--- config.mk ---
export PLATFORM = sky130hd
export DESIGN_NAME = hb_filter
export DESIGN_NICKNAME = d
export VERILOG_FILES = /design/src/rtl/hb_filter_pkg.sv /design/src/rtl/hb_round_sat.sv /design/src/rtl/hb_filter.sv
export SDC_FILE = /design/constraint.sdc
export NUM_CORES = 1
export LEC_CHECK = 0
export ABC_AREA = 1
export BUFFER_PORTS_ARGS = -buffer_cell sky130_fd_sc_hd__buf_4
export CAP_MARGIN = 20
export CORE_UTILIZATION = 60
export DETAILED_ROUTE_END_ITERATION = 10
export PLACE_DENSITY = 0.76
export SYNTH_ARGS = -nofsm -noshare
export SYNTH_HDL_FRONTEND = slang
export SYNTH_HIERARCHICAL = 1
export SYNTH_SLANG_ARGS = --single-unit
--- constraint.sdc ---
create_clock -name clk -period 19.24 [get_ports clk]
set_clock_uncertainty 0.15 [all_clocks]
set_input_delay 1.924 -clock clk [delete_from_list [all_inputs] [get_ports clk]]
set_output_delay 1.924 -clock clk [all_outputs]
set_load 0.02 [all_outputs]
--- src/rtl/hb_filter_pkg.sv ---
// hb_filter_pkg: shared widths, Q15 half-band coefficients and
// sample/accumulator types for the hb_filter datapath.
package hb_filter_pkg;

    localparam int DATA_W = 16;
    localparam int COEF_W = 16;
    localparam int ACC_W  = 36;
    localparam int PRE_W  = DATA_W + 1;
    localparam int FRAC_W = 15;

    // Non-zero half-band coefficients (Q1.15); odd taps are zero.
    localparam int H0 = 983;
    localparam int H2 = -2621;
    localparam int H4 = 9830;
    localparam int HC = 16384;

    // log2(HC): the centre term is a shift, not a multiply.
    localparam int HC_SHIFT = 14;

    typedef logic signed [DATA_W-1:0] sample_t;
    typedef logic signed [PRE_W-1:0]  pre_t;
    typedef logic signed [COEF_W-1:0] coef_t;
    typedef logic signed [ACC_W-1:0]  acc_t;

    // Symmetric pre-add of two taps at one bit of growth.
    function automatic pre_t pre_add(input sample_t a, input sample_t b);
        return pre_t'(a) + pre_t'(b);
    endfunction

    // Pre-add times coefficient, sign-extended to accumulator width.
    function automatic acc_t mul_pre(input pre_t p, input coef_t c);
        return acc_t'(p) * acc_t'(c);
    endfunction

endpackage

--- src/rtl/hb_round_sat.sv ---
// hb_round_sat: rounds the 36-bit Q15 accumulator half-up to 16 bits.
// Ports: acc (accumulator in), y (rounded sample out, combinational).
// HB_SAT_EN defined: clamp to [-32768, 32767]; undefined: wrap.
module hb_round_sat
    import hb_filter_pkg::*;
(
    input  acc_t    acc,
    output sample_t y
);

    localparam acc_t HALF_LSB = acc_t'(1) <<< (FRAC_W - 1);

    acc_t rnd;

    // Adding half an output LSB then flooring rounds ties toward +inf.
    assign rnd = (acc + HALF_LSB) >>> FRAC_W;

`ifdef HB_SAT_EN

    localparam acc_t SAT_HI = acc_t'(32767);
    localparam acc_t SAT_LO = -acc_t'(32768);

    always_comb begin
        y = rnd[DATA_W-1:0];
        if (rnd > SAT_HI) begin
            y = sample_t'(16'sh7fff);
        end else if (rnd < SAT_LO) begin
            y = sample_t'(16'sh8000);
        end
    end

`else

    // Upper bits are intentionally dropped: two's-complement wrap.
    logic unused_hi;

    assign unused_hi = ^rnd[ACC_W-1:DATA_W];
    assign y = rnd[DATA_W-1:0];

`endif

endmodule

--- src/rtl/hb_filter.sv ---
// hb_filter: 11-tap symmetric Q15 half-band FIR, one sample per clock.
// Ports: clk, reset_n (async, ACTIVE-HIGH despite its name),
//        x_in (signed sample in), y_out (registered signed sample out).
// Build option HB_SAT_EN: saturate instead of wrap on overflow.
module hb_filter #(
    parameter int DATA_W = 16,
    parameter int COEF_W = 16,
    parameter int NTAPS  = 11
) (
    input  logic                     clk,
    input  logic                     reset_n,
    input  logic signed [DATA_W-1:0] x_in,
    output logic signed [DATA_W-1:0] y_out
);

    import hb_filter_pkg::*;

    localparam logic signed [COEF_W-1:0] C0 = COEF_W'(H0);
    localparam logic signed [COEF_W-1:0] C2 = COEF_W'(H2);
    localparam logic signed [COEF_W-1:0] C4 = COEF_W'(H4);

    localparam int MID = (NTAPS - 1) / 2;
    localparam int LST = NTAPS - 1;

    logic signed [DATA_W-1:0] taps [NTAPS];

    pre_t    pre0;
    pre_t    pre2;
    pre_t    pre4;
    acc_t    prod0;
    acc_t    prod2;
    acc_t    prod4;
    acc_t    prodc;
    acc_t    acc;
    sample_t y_rnd;

    // Taps mirrored about the centre share one coefficient.
    assign pre0 = pre_add(taps[0], taps[LST]);
    assign pre2 = pre_add(taps[2], taps[LST-2]);
    assign pre4 = pre_add(taps[4], taps[LST-4]);

    assign prod0 = mul_pre(pre0, C0);
    assign prod2 = mul_pre(pre2, C2);
    assign prod4 = mul_pre(pre4, C4);

    // Centre coefficient is exactly 0.5, so it reduces to a shift.
    assign prodc = acc_t'(taps[MID]) <<< HC_SHIFT;

    // Odd taps (other than the centre) have zero weight and are skipped.
    assign acc = prod0 + prod2 + prod4 + prodc;

    hb_round_sat u_round_sat (
        .acc (acc),
        .y   (y_rnd)
    );

    always_ff @(posedge clk or posedge reset_n) begin
        if (reset_n) begin
            for (int i = 0; i < NTAPS; i++) begin
                taps[i] <= '0;
            end
            y_out <= '0;
        end else begin
            taps[0] <= x_in;
            for (int i = 1; i < NTAPS; i++) begin
                taps[i] <= taps[i-1];
            end
            y_out <= y_rnd;
        end
    end

endmodule

After elaboration in Yosys (flattened, before gate mapping)
Cells that the tools add are included.
{ "word_totals": {"reg_bits": 192, "input_bits": 18, "out_inout_bits": 16, "word_cells": 22} }
{ "classes": {"add_sub_neg": 7, "multipliers": 3} }
{ "ops": {"columns": ["operator", "count"], "rows": [
  ["16-bit by 16-bit adder with 17-bit output", 3],
  ["28-bit by 30-bit adder with 31-bit output", 1],
  ["31-bit by 16-bit adder with 31-bit output (second input constant)", 1],
  ["31-bit by 30-bit adder with 31-bit output", 1],
  ["31-bit adder", 1],
  ["17-bit by 13-bit multiplier with 30-bit output (second input constant)", 1],
  ["17-bit by 14-bit multiplier with 30-bit output (second input constant)", 1],
  ["17-bit by 11-bit multiplier with 28-bit output (second input constant)", 1]
]} }

Logic depth before layout (Yosys ltp)
Gate-level depths: netlist of run 1.
{ "depth": {"depth_word": 6, "depth_mapped": 57, "mapped_depth_nobuf": 56} }

Cells and area by module
Netlist of run 1, hierarchy kept.
{ "modules_own_cells": {"columns": ["mod", "n_inst", "cells_each", "area_per_inst_um2", "seq_area_each_um2"], "rows": [
  ["hb_filter", 1, 2854, 24669.9, 4804.6],
  ["hb_round_sat", 1, 83, 405.4, 0.0]
]} }

Least setup slack after synthesis of run 1
Ideal clock, no wire load.
{ "synth_path": {"path_type": "register -> register", "startpoint": "register taps[64] (netlist bit)", "endpoint": "register y_out[15]", "setup_time_ns": 0.120, "arrival_ns": 9.429, "t_required_ns": 18.970, "path_slack_ns": 9.541, "stages_incl_launch_ff": 52, "n_path_buf": 0, "period_less_slack_ns": 9.699, "cell_sequence": "dfrtp_1 ha_1 inv_1 fa_1 inv_1 nand2_1 nand2_1 nand3_1 nand2_2 nand2_2 nand2_2 nand2_1 nand2_2 ha_1 ha_1 fa_1 inv_1 fa_1 (+16 left out) inv_1 fa_1 fa_1 inv_1 ha_1 nand2_1 nor2_1 nand2_1 nor2_1 nand2_1 nand3_1 nand2_1 nand2_1 nand2_1 nor2_1 nand2_2 o21ai_1 nand2_1"} }
{ "synth_via": {"elab_chain_len": 5} }
{ "synth_rtl": {"columns": ["element", "line_no", "source"], "rows": [
  ["start: declaration", "hb_filter.sv:25", "logic signed [DATA_W-1:0] taps [NTAPS];"],
  ["start signal: indexed assignment", "hb_filter.sv:66", "taps[i] <= taps[i-1];"],
  ["16-bit by 16-bit adder with 17-bit output", "hb_filter_pkg.sv:27", "return pre_t'(a) + pre_t'(b);"],
  ["17-bit by 14-bit multiplier with 30-bit output", "hb_filter_pkg.sv:32", "return acc_t'(p) * acc_t'(c);"],
  ["31-bit adder", "hb_filter.sv:50", "assign acc = prod0 + prod2 + prod4 + prodc;"],
  ["31-bit by 30-bit adder with 31-bit output", "hb_filter.sv:50", null],
  ["via acc[28]", "hb_filter.sv:34", "acc_t acc;"],
  ["31-bit by 16-bit adder with 31-bit output", "hb_round_sat.sv:16", "assign rnd = (acc + HALF_LSB) >>> FRAC_W;"],
  ["via y_rnd[15]", "hb_filter.sv:35", "sample_t y_rnd;"],
  ["end signal: assignment", "hb_filter.sv:68", "y_out <= y_rnd;"],
  ["end: declaration", "hb_filter.sv:13", "output logic signed [DATA_W-1:0] y_out"]
]} }
The timed path passes the listed nets, and every way through them passes these cells.

Worst setup path in the final report of run 1
{ "layout_path": {"startpoint": "register taps[71] (netlist bit)", "endpoint": "register y_out[15]"} }
The elaborated chain is that of the path after synthesis.

==> results of run 1 <==
[registers in the layout, summed over array words and instances (netlist names)]
name / count
prodc: 16
taps: 160
y_out: 16
[through the flow]
| stage | utilization, % | cell area [µm²] | cells | hold WS (ps) | setup slack [ps] |
|---|---|---|---|---|---|
| floorplan | - | 24400 | 2820 | 181 | 9640 |
| global placement | 63.4 | 25300 | 3382 | 182 | 8100 |
| detailed placement | 63.4 | 25300 | 3382 | 185 | 8010 |
| CTS | 64.8 | 25900 | 3414 | 193 | 7990 |
| global route | 64.8 | 25900 | 3414 | 189 | 7360 |
| finish | 64.8 | 25900 | 3414 | 188 | 7910 |
[area by class of cell]
cell class	count	area [µm²]
clock buffer	18	429
clock inverter	14	164
fill	3331	14000
inverter	840	3160
multi-input combinational	1785	16400
sequential	192	4800
tap	525	657
timing repair buffer	40	300
[cells in the final DEF, fill, tap and decap left out, types with 3 or more instances in the layout]
cell type  instances
a21o_1             4
a21oi_1           71
and2_1             6
and3_1             3
buf_4             40
clkbuf_16         17
clkinv_8           5
dfrtp_1          192
fa_1             363
ha_1             326
inv_1            835
inv_2              4
inv_6              3
inv_8              4
nand2_1          632
nand2_2           30
nand2_4            4
nand3_1           98
nand3b_1           6
nand4_1           14
nor2_1           117
nor2_2             4
nor3_1             9
o21ai_0            6
o21ai_1            3
o21bai_1          13
or2_1              4
xnor2_1           15
xor2_1            44
[routing by layer]
metal | vias up | GRT usage [%] | share of wire (%)
li1 | 8358 | - | -
met1 | 8630 | 39.2 | 42
met2 | 465 | 56.9 | 50
met3 | 140 | 3.44 | 3.8
met4 | 0 | 13.3 | 4.1
met5 | - | 0 | 0
[worst paths after layout]
path                       cells after the start       from   endpoint
setup / recovery                              48   taps[71]  y_out[15]
hold / removal                                 0  taps[155]  taps[139]
setup reg to reg                              48   taps[71]  y_out[15]
hold reg to reg                                0  taps[155]  taps[139]
max in group asynchronous                      3    reset_n  taps[144]
min in group asynchronous                      2    reset_n  taps[173]
[worst register-to-register path, delay by kind of cell, from the launching register on]
family | cells | cell delay (ps)
adder cells (fa/ha/maj) | 14 | 6800
AND/OR/NAND/NOR | 24 | 2930
AO/OA/AOI/OAI | 3 | 550
flip-flops | 1 | 390
buffers and inverters | 7 | 390
==> metrics.yaml, run 1 <==
route.detailed.drc: 0
cts_tree: "built"
insertion_delay_ps: 460
ant_nets: 0
cap_violations: 0
worstMarginPinSlew_ps: 1100
drive_above_1_share_pct: 4.33
cts-root-buf: "clkbuf_16"
h-tree-depth: 4
die_h_um: 203
rows: 73
cp-end-kind: "flip-flop"
critPathArrivalTime_ps: 11530
antenna_cells: 0
numCtsBuffers: 17
path_clk_slew_ps: 80
antenna_found_initial: 0
dieArea_um2: 41400
r2r_setup_slack_ps: 7910
post_cts_buffers: 0
grt_max_degree: 119
grt_pass1_wl_um: 99300
grt_pass1_vias: 19275
clk_path_buf_depth: 2
run_status: "completed"
clkSinkCount: 192
max_stage_delay_ps: 610
slew_headroom_pct: 26.5
yosysWarningCount: 6
hold_viol_final: 0
cp-start-kind: "flip-flop"
crit_type: "flip-flop to flip-flop"
syn-cell-area_um2: 24400
cts_resized: 0
core_region_area_um2: 39900
netlist_instances: 2820
num_io_pins: 34
drv_slew: 0
area_growth_pct: 6.27
nets: 3583
firstDrtPassIters: 5
cp_slowest_cell: "fa_1"
vias: 17593
syn-num-nets: 3527
fmaxAchievable_ghz: 0.0882
routed_wl_um: 61400
cp_top_family: "adder cells"
fin_crit_ps: 11330
chipWidth_um: 203
viasPerCell: 5.15
setup_tns_ps: 0
syn_avg_cell_area_um2: 8.64
setup_viol: 0
wl_per_cell_um: 18.0
period_share_pct: 58.9
hpwlAfterDp_um: 54400
track_usage_pct: 31.8
overflow: 0
initial_utilization_pct: 61.0
hold_buffers: 0
gp_congestion: 0.968
rsz0062_at_grt: "no"
place.port_buffers: 33
cp_max_fo: 22
holdCritPathClass: "flip-flop to flip-flop"
drt-initial-drc-count: 1109
path_common_cell: "nand2_1"
cp.required_ps: 19430
path_buf_inv: 7
Power of run 1 is not shown: default switching activity piles up to over one toggle a cycle in this logic, so the estimate is an artifact.
==> run 2: changes to the inputs <==
Clock period 19.24 ns to 10.98 ns, I/O delays scaled along.
==> run 2 against run 1 <==
Die area unchanged; critical endpoint unchanged; final cell count increased by 0.26%; fmax increased by 7.8%; setup slack got worse by 7400 ps; highest routed layer unchanged; sequential cell count unchanged; via count increased by 0.32%; critical path depth decreased by 1; first-iteration DRC count decreased by 6.0%; core utilization increased by 1.3 points.
==> metrics.yaml, run 2 (synthesis results as in run 1) <==
num_io_pins: 34  # unchanged
crit_type: "flip-flop to flip-flop"
place.port_buffers: 33  # unchanged
cp.required_ps: 11200  # -8230 ps
nets: 3591  # +0.22%
vias: 17650  # +0.32%
post_cts_buffers: 0  # unchanged
fin_hold_ws_ps: 199  # +10.6 ps
holdCritPathClass: "flip-flop to flip-flop"
fin_crit_ps: 10510  # -824 ps
h-tree-depth: 4  # unchanged
viasPerCell: 5.16  # about the same
antenna_found_initial: 0  # unchanged
path_clk_slew_ps: 90  # about the same
cp_max_fo: 5  # -77%
r2r_start: "taps[66]"
cts_tree: "built"
mostFrequentLayoutCell: "inv_1"
drt-initial-drc-count: 1042  # -6.0%
cap_violations: 0  # unchanged
routed_wl_um: 61500  # +0.11%
clkSinkCount: 192  # unchanged
overflow: 0  # unchanged
drive_above_1_share_pct: 8.08  # +3.8 points
r2r-end: "y_out[15]"
clk_path_buf_depth: 2  # unchanged
grt_pass1_wl_um: 98800  # -0.46%
grt_pass1_vias: 19106  # -0.88%
cp-end-kind: "flip-flop"
period_share_pct: 95.7  # +37 points
firstDrtPassIters: 5  # unchanged
route.detailed.drc: 0  # unchanged
cts-root-buf: "clkbuf_16"
gp_congestion: 0.960  # -0.80%
largest_register_ffs: 160  # unchanged
hpwlAfterDp_um: 54200  # -0.40%
min_to: "taps[106]"
regMostFlops: "taps"
worstHoldStart: "taps[122]"
r2r_setup_slack_ps: 470  # -7440 ps
r2r_cells: 47  # -2.1%
holdPathStages: 0  # unchanged
area_growth_pct: 8.42
fmaxAchievable_ghz: 0.0951  # +7.8%
initial_utilization_pct: 61.0  # unchanged
hold_buffers: 0  # unchanged
dieArea_um2: 41400  # unchanged
run_status: "completed"
die_h_um: 203  # unchanged
cp-start-kind: "flip-flop"
setup_viol: 0  # unchanged
critPathArrivalTime_ps: 10730  # -800 ps
insertion_delay_ps: 470  # about the same
track_usage_pct: 31.7  # -0.15 points
final_cell_mix: "832 x inv_1, 614 x nand2_1, 362 x fa_1, 301 x ha_1, 192 x dfrtp_1"
slew_headroom_pct: 34.5  # +8.1 points
numCtsBuffers: 17  # unchanged
fin_cells: 3423  # +0.26%
grt_max_degree: 117  # -1.7%
dp_cells: 3390  # +0.24%
worstMarginPinSlew_ps: 979  # -121 ps
drv_slew: 0  # unchanged
cp_slowest_cell: "fa_1"
max_stage_delay_ps: 550  # -60 ps
rows: 73  # unchanged
wl_per_cell_um: 18.0  # -0.15%
hold_viol_final: 0  # unchanged
core_region_area_um2: 39900  # unchanged
chipWidth_um: 203  # unchanged
ant_nets: 0  # unchanged
-- run 2: timing repair --
action                     CTS  global route
pin swaps                    0             4
setup endpoints to repair    7            14
resized for setup            3           113
-- run 2: worst max-delay path by stage --
stage,from,cells after the start,end
2_1_floorplan,taps[64],51,y_out[15]
5_1_grt,taps[98],46,y_out[11]
6_report,taps[66],47,y_out[15]
3_3_place_gp,taps[64],46,y_out[11]
4_1_cts,taps[64],44,y_out[8]
3_5_place_dp,taps[96],44,y_out[8]
-- run 2: per-layer routing --
layer	track usage (%)	vias up	part of all wire, %
met4	13.3	0	3.8
met2	56.9	465	51
li1	-	8361	-
met3	3.64	124	4.2
met1	38.5	8700	41
met5	0	-	0
-- run 2: critical path, delay by kind of cell (launching register included) --
kind | cells | cell delay, ps
compound gates | 4 | 760
fa+ha+maj | 13 | 5780
simple gates | 17 | 2020
xor+xnor | 2 | 420
flops | 1 | 400
buf+inv | 11 | 870
-- run 2: cell type report --
cell class | instances | area, µm²
clock buffers | 18 | 429
diodes | 1 | 2.50
well taps | 525 | 657
fillers | 3286 | 13500
flip-flops and latches | 192 | 4800
repair buffers | 48 | 360
multi-input cells | 1785 | 16800
clock inverters | 14 | 161
inverters | 840 | 3160
-- run 2: through the flow --
stage               utilization (%)  cell area [µm²]  TNS, ps  setup WS (ps)
finish                         66.1            26400        0            469
global route                   66.1            26400    -93.4          -49.8
CTS                            65.0            26000        0           27.1
detailed placement             63.5            25300     -542           -125
global placement               63.5            25300    -1.71          -1.71
floorplan                         -            24400        0           1380
Power of run 2 is left out for the same reason.
==> run 3: changes to the inputs <==
Settings changed: CORE_ASPECT_RATIO set to 1.4.
Clock period 10.98 ns to 10.3 ns, I/O delays scaled along.
==> run 3 against run 2 <==
Via count grew 8.1%; clock-buffer cell count shrank 1; global-route usage grew 3.0 points; final cell count grew 7.4%; critical path depth grew 3; sequential cell count is the same; routed wire length grew 13%; fmax grew 2.5%; sequential share of layout area shrank 2.0 points; non-clock buffer count grew 244; register-to-register slack lost 420 ps; highest routed layer unchanged.
==> metrics.yaml, run 3 (synthesis results as in run 1) <==
run_status: "completed"
rsz0062_at_grt: "yes"
gp_congestion: 0.976  # +1.7%
chipWidth_um: 172  # -15%
hold_buffers: 0  # unchanged
fin_cells: 3675  # +7.4%
setup_tns_ps: 0  # unchanged
grt_pass1_wl_um: 105000  # +6.6%
rows: 87  # +19%
postPlaceCellArea_um2: 26900  # +6.1%
numCtsBuffers: 17  # unchanged
worstHoldStart: "taps[20]"
r2r_start: "taps[72]"
dp_cells: 3602  # +6.3%
hpwlAfterDp_um: 58000  # +7.1%
grt_util_met3_pct: 3.57  # -0.071 points
fin_crit_ps: 10250  # -260 ps
grt_use_met1_pct: 34.2  # -4.3 points
mostFrequentLayoutCell: "inv_1"
insertion_delay_ps: 460  # about the same
ant_nets: 0  # unchanged
r2r-end: "y_out[15]"
design_area_um2: 29700  # +12%
area_growth_pct: 21.9
regMostFlops: "taps"
wl_per_cell_um: 18.9  # +5.1%
clkSinkCount: 192  # unchanged
core_region_area_um2: 40200  # +0.63%
h-tree-depth: 4  # unchanged
route.detailed.drc: 0  # unchanged
slew_headroom_pct: 24.7  # -9.9 points
crit_type: "flip-flop to flip-flop"
path_clk_slew_ps: 100  # about the same
cts_tree: "built"
min_to: "taps[4]"
initial_utilization_pct: 60.6  # -0.38 points
r2r_setup_slack_ps: 50  # -420 ps
cp_max_fo: 4  # -1
setup_viol: 0  # unchanged
die_h_um: 240  # +18%
critPathArrivalTime_ps: 10510  # -220 ps
antenna_found_initial: 0  # unchanged
worstMarginPinSlew_ps: 1130  # +148 ps
overflow: 0  # unchanged
largest_register_ffs: 160  # unchanged
holdCritPathClass: "flip-flop to flip-flop"
holdPathStages: 0  # unchanged
cap_violations: 0  # unchanged
routed_wl_um: 69400  # +13%
max_stage_delay_ps: 570  # +20 ps
final_cell_mix: "809 x inv_1, 527 x nand2_1, 351 x fa_1, 283 x buf_4, 279 x ha_1"
place.port_buffers: 33  # unchanged
path_common_cell: "fa_1"
drt-initial-drc-count: 923  # -11%
track_usage_pct: 34.7  # +3.0 points
grt_max_degree: 107  # -8.5%
period_share_pct: 99.5  # +3.8 points
cp-start-kind: "flip-flop"
antenna_cells: 0  # -1
hold_viol_final: 0  # unchanged
cp_slowest_cell: "fa_1"
cts-root-buf: "clkbuf_16"
viasPerCell: 5.19  # +0.70%
firstDrtPassIters: 5  # unchanged
cp-end-kind: "flip-flop"
drive_above_1_share_pct: 21.9  # +14 points
dieArea_um2: 41400  # about the same
r2r_cells: 50  # +6.4%
vias: 19082  # +8.1%
drv_slew: 0  # unchanged
met2_usage_pct: 64.3  # +7.4 points
num_io_pins: 34  # unchanged
grt_pass1_vias: 20853  # +9.1%
nFillCells: 2892  # -12%
nets: 3835  # +6.8%
clk_path_buf_depth: 2  # unchanged
cp.required_ps: 10550  # -650 ps
final_core_util_pct: 73.9  # +7.7 points
fmaxAchievable_ghz: 0.0976  # +2.5%
top_usage_layer: "met2"
[run 3: through the flow]
stage          worst slack, ps  hold slack [ps]
6_report                  49.6              181
5_1_grt                   -300              198
4_1_cts                  -9.54              185
3_5_place_dp              -765              185
3_3_place_gp              -691              181
2_1_floorplan              696              181
[run 3: how the worst max path moves through the flow]
stage                         from         to  slack [ps]  cells past startpoint
after floorplan           taps[64]  y_out[15]         700                     51
after global placement    taps[72]  y_out[15]        -690                     49
after detailed placement  taps[72]  y_out[15]        -760                     49
after CTS                 taps[71]  y_out[15]         -10                     49
after global routing      taps[72]  y_out[15]        -300                     54
final                     taps[72]  y_out[15]          50                     50
[run 3: final cells by class]
| type | instances | area (µm²) | area share, % |
|---|---|---|---|
| Tap cell | 534 | 668 | 2.25 |
| Multi-Input combinational cell | 1785 | 18100 | 61.1 |
| Timing Repair Buffer | 292 | 2250 | 7.58 |
| Clock buffer | 17 | 425 | 1.43 |
| Sequential cell | 192 | 4800 | 16.2 |
| Clock inverter | 15 | 241 | 0.814 |
| Inverter | 840 | 3170 | 10.7 |
[run 3: routing by layer]
metal	up-vias	wire, µm
li1	8858	-
met1	9391	23700
met2	537	36600
met3	296	2090
met4	0	6990
met5	-	0
[run 3: timing repair]
| action | in CTS | in global routing |
|---|---|---|
| setup endpoints to repair | 14 | 14 |
| pin swaps | 10 | 156 |
| buffers inserted | 2 | 38 |
| gates resized for setup | 65 | 348 |
[run 3: critical path: cells and delay by family, from the launching register on]
| kind | cells | cell delay (ps) |
|---|---|---|
| buffers and inverters | 10 | 740 |
| adders and majority gates | 14 | 6180 |
| DFF | 1 | 460 |
| AOI/OAI and AO/OA | 1 | 170 |
| and+or+nand+nor | 25 | 2470 |
Power of run 3 is left out for the same reason.
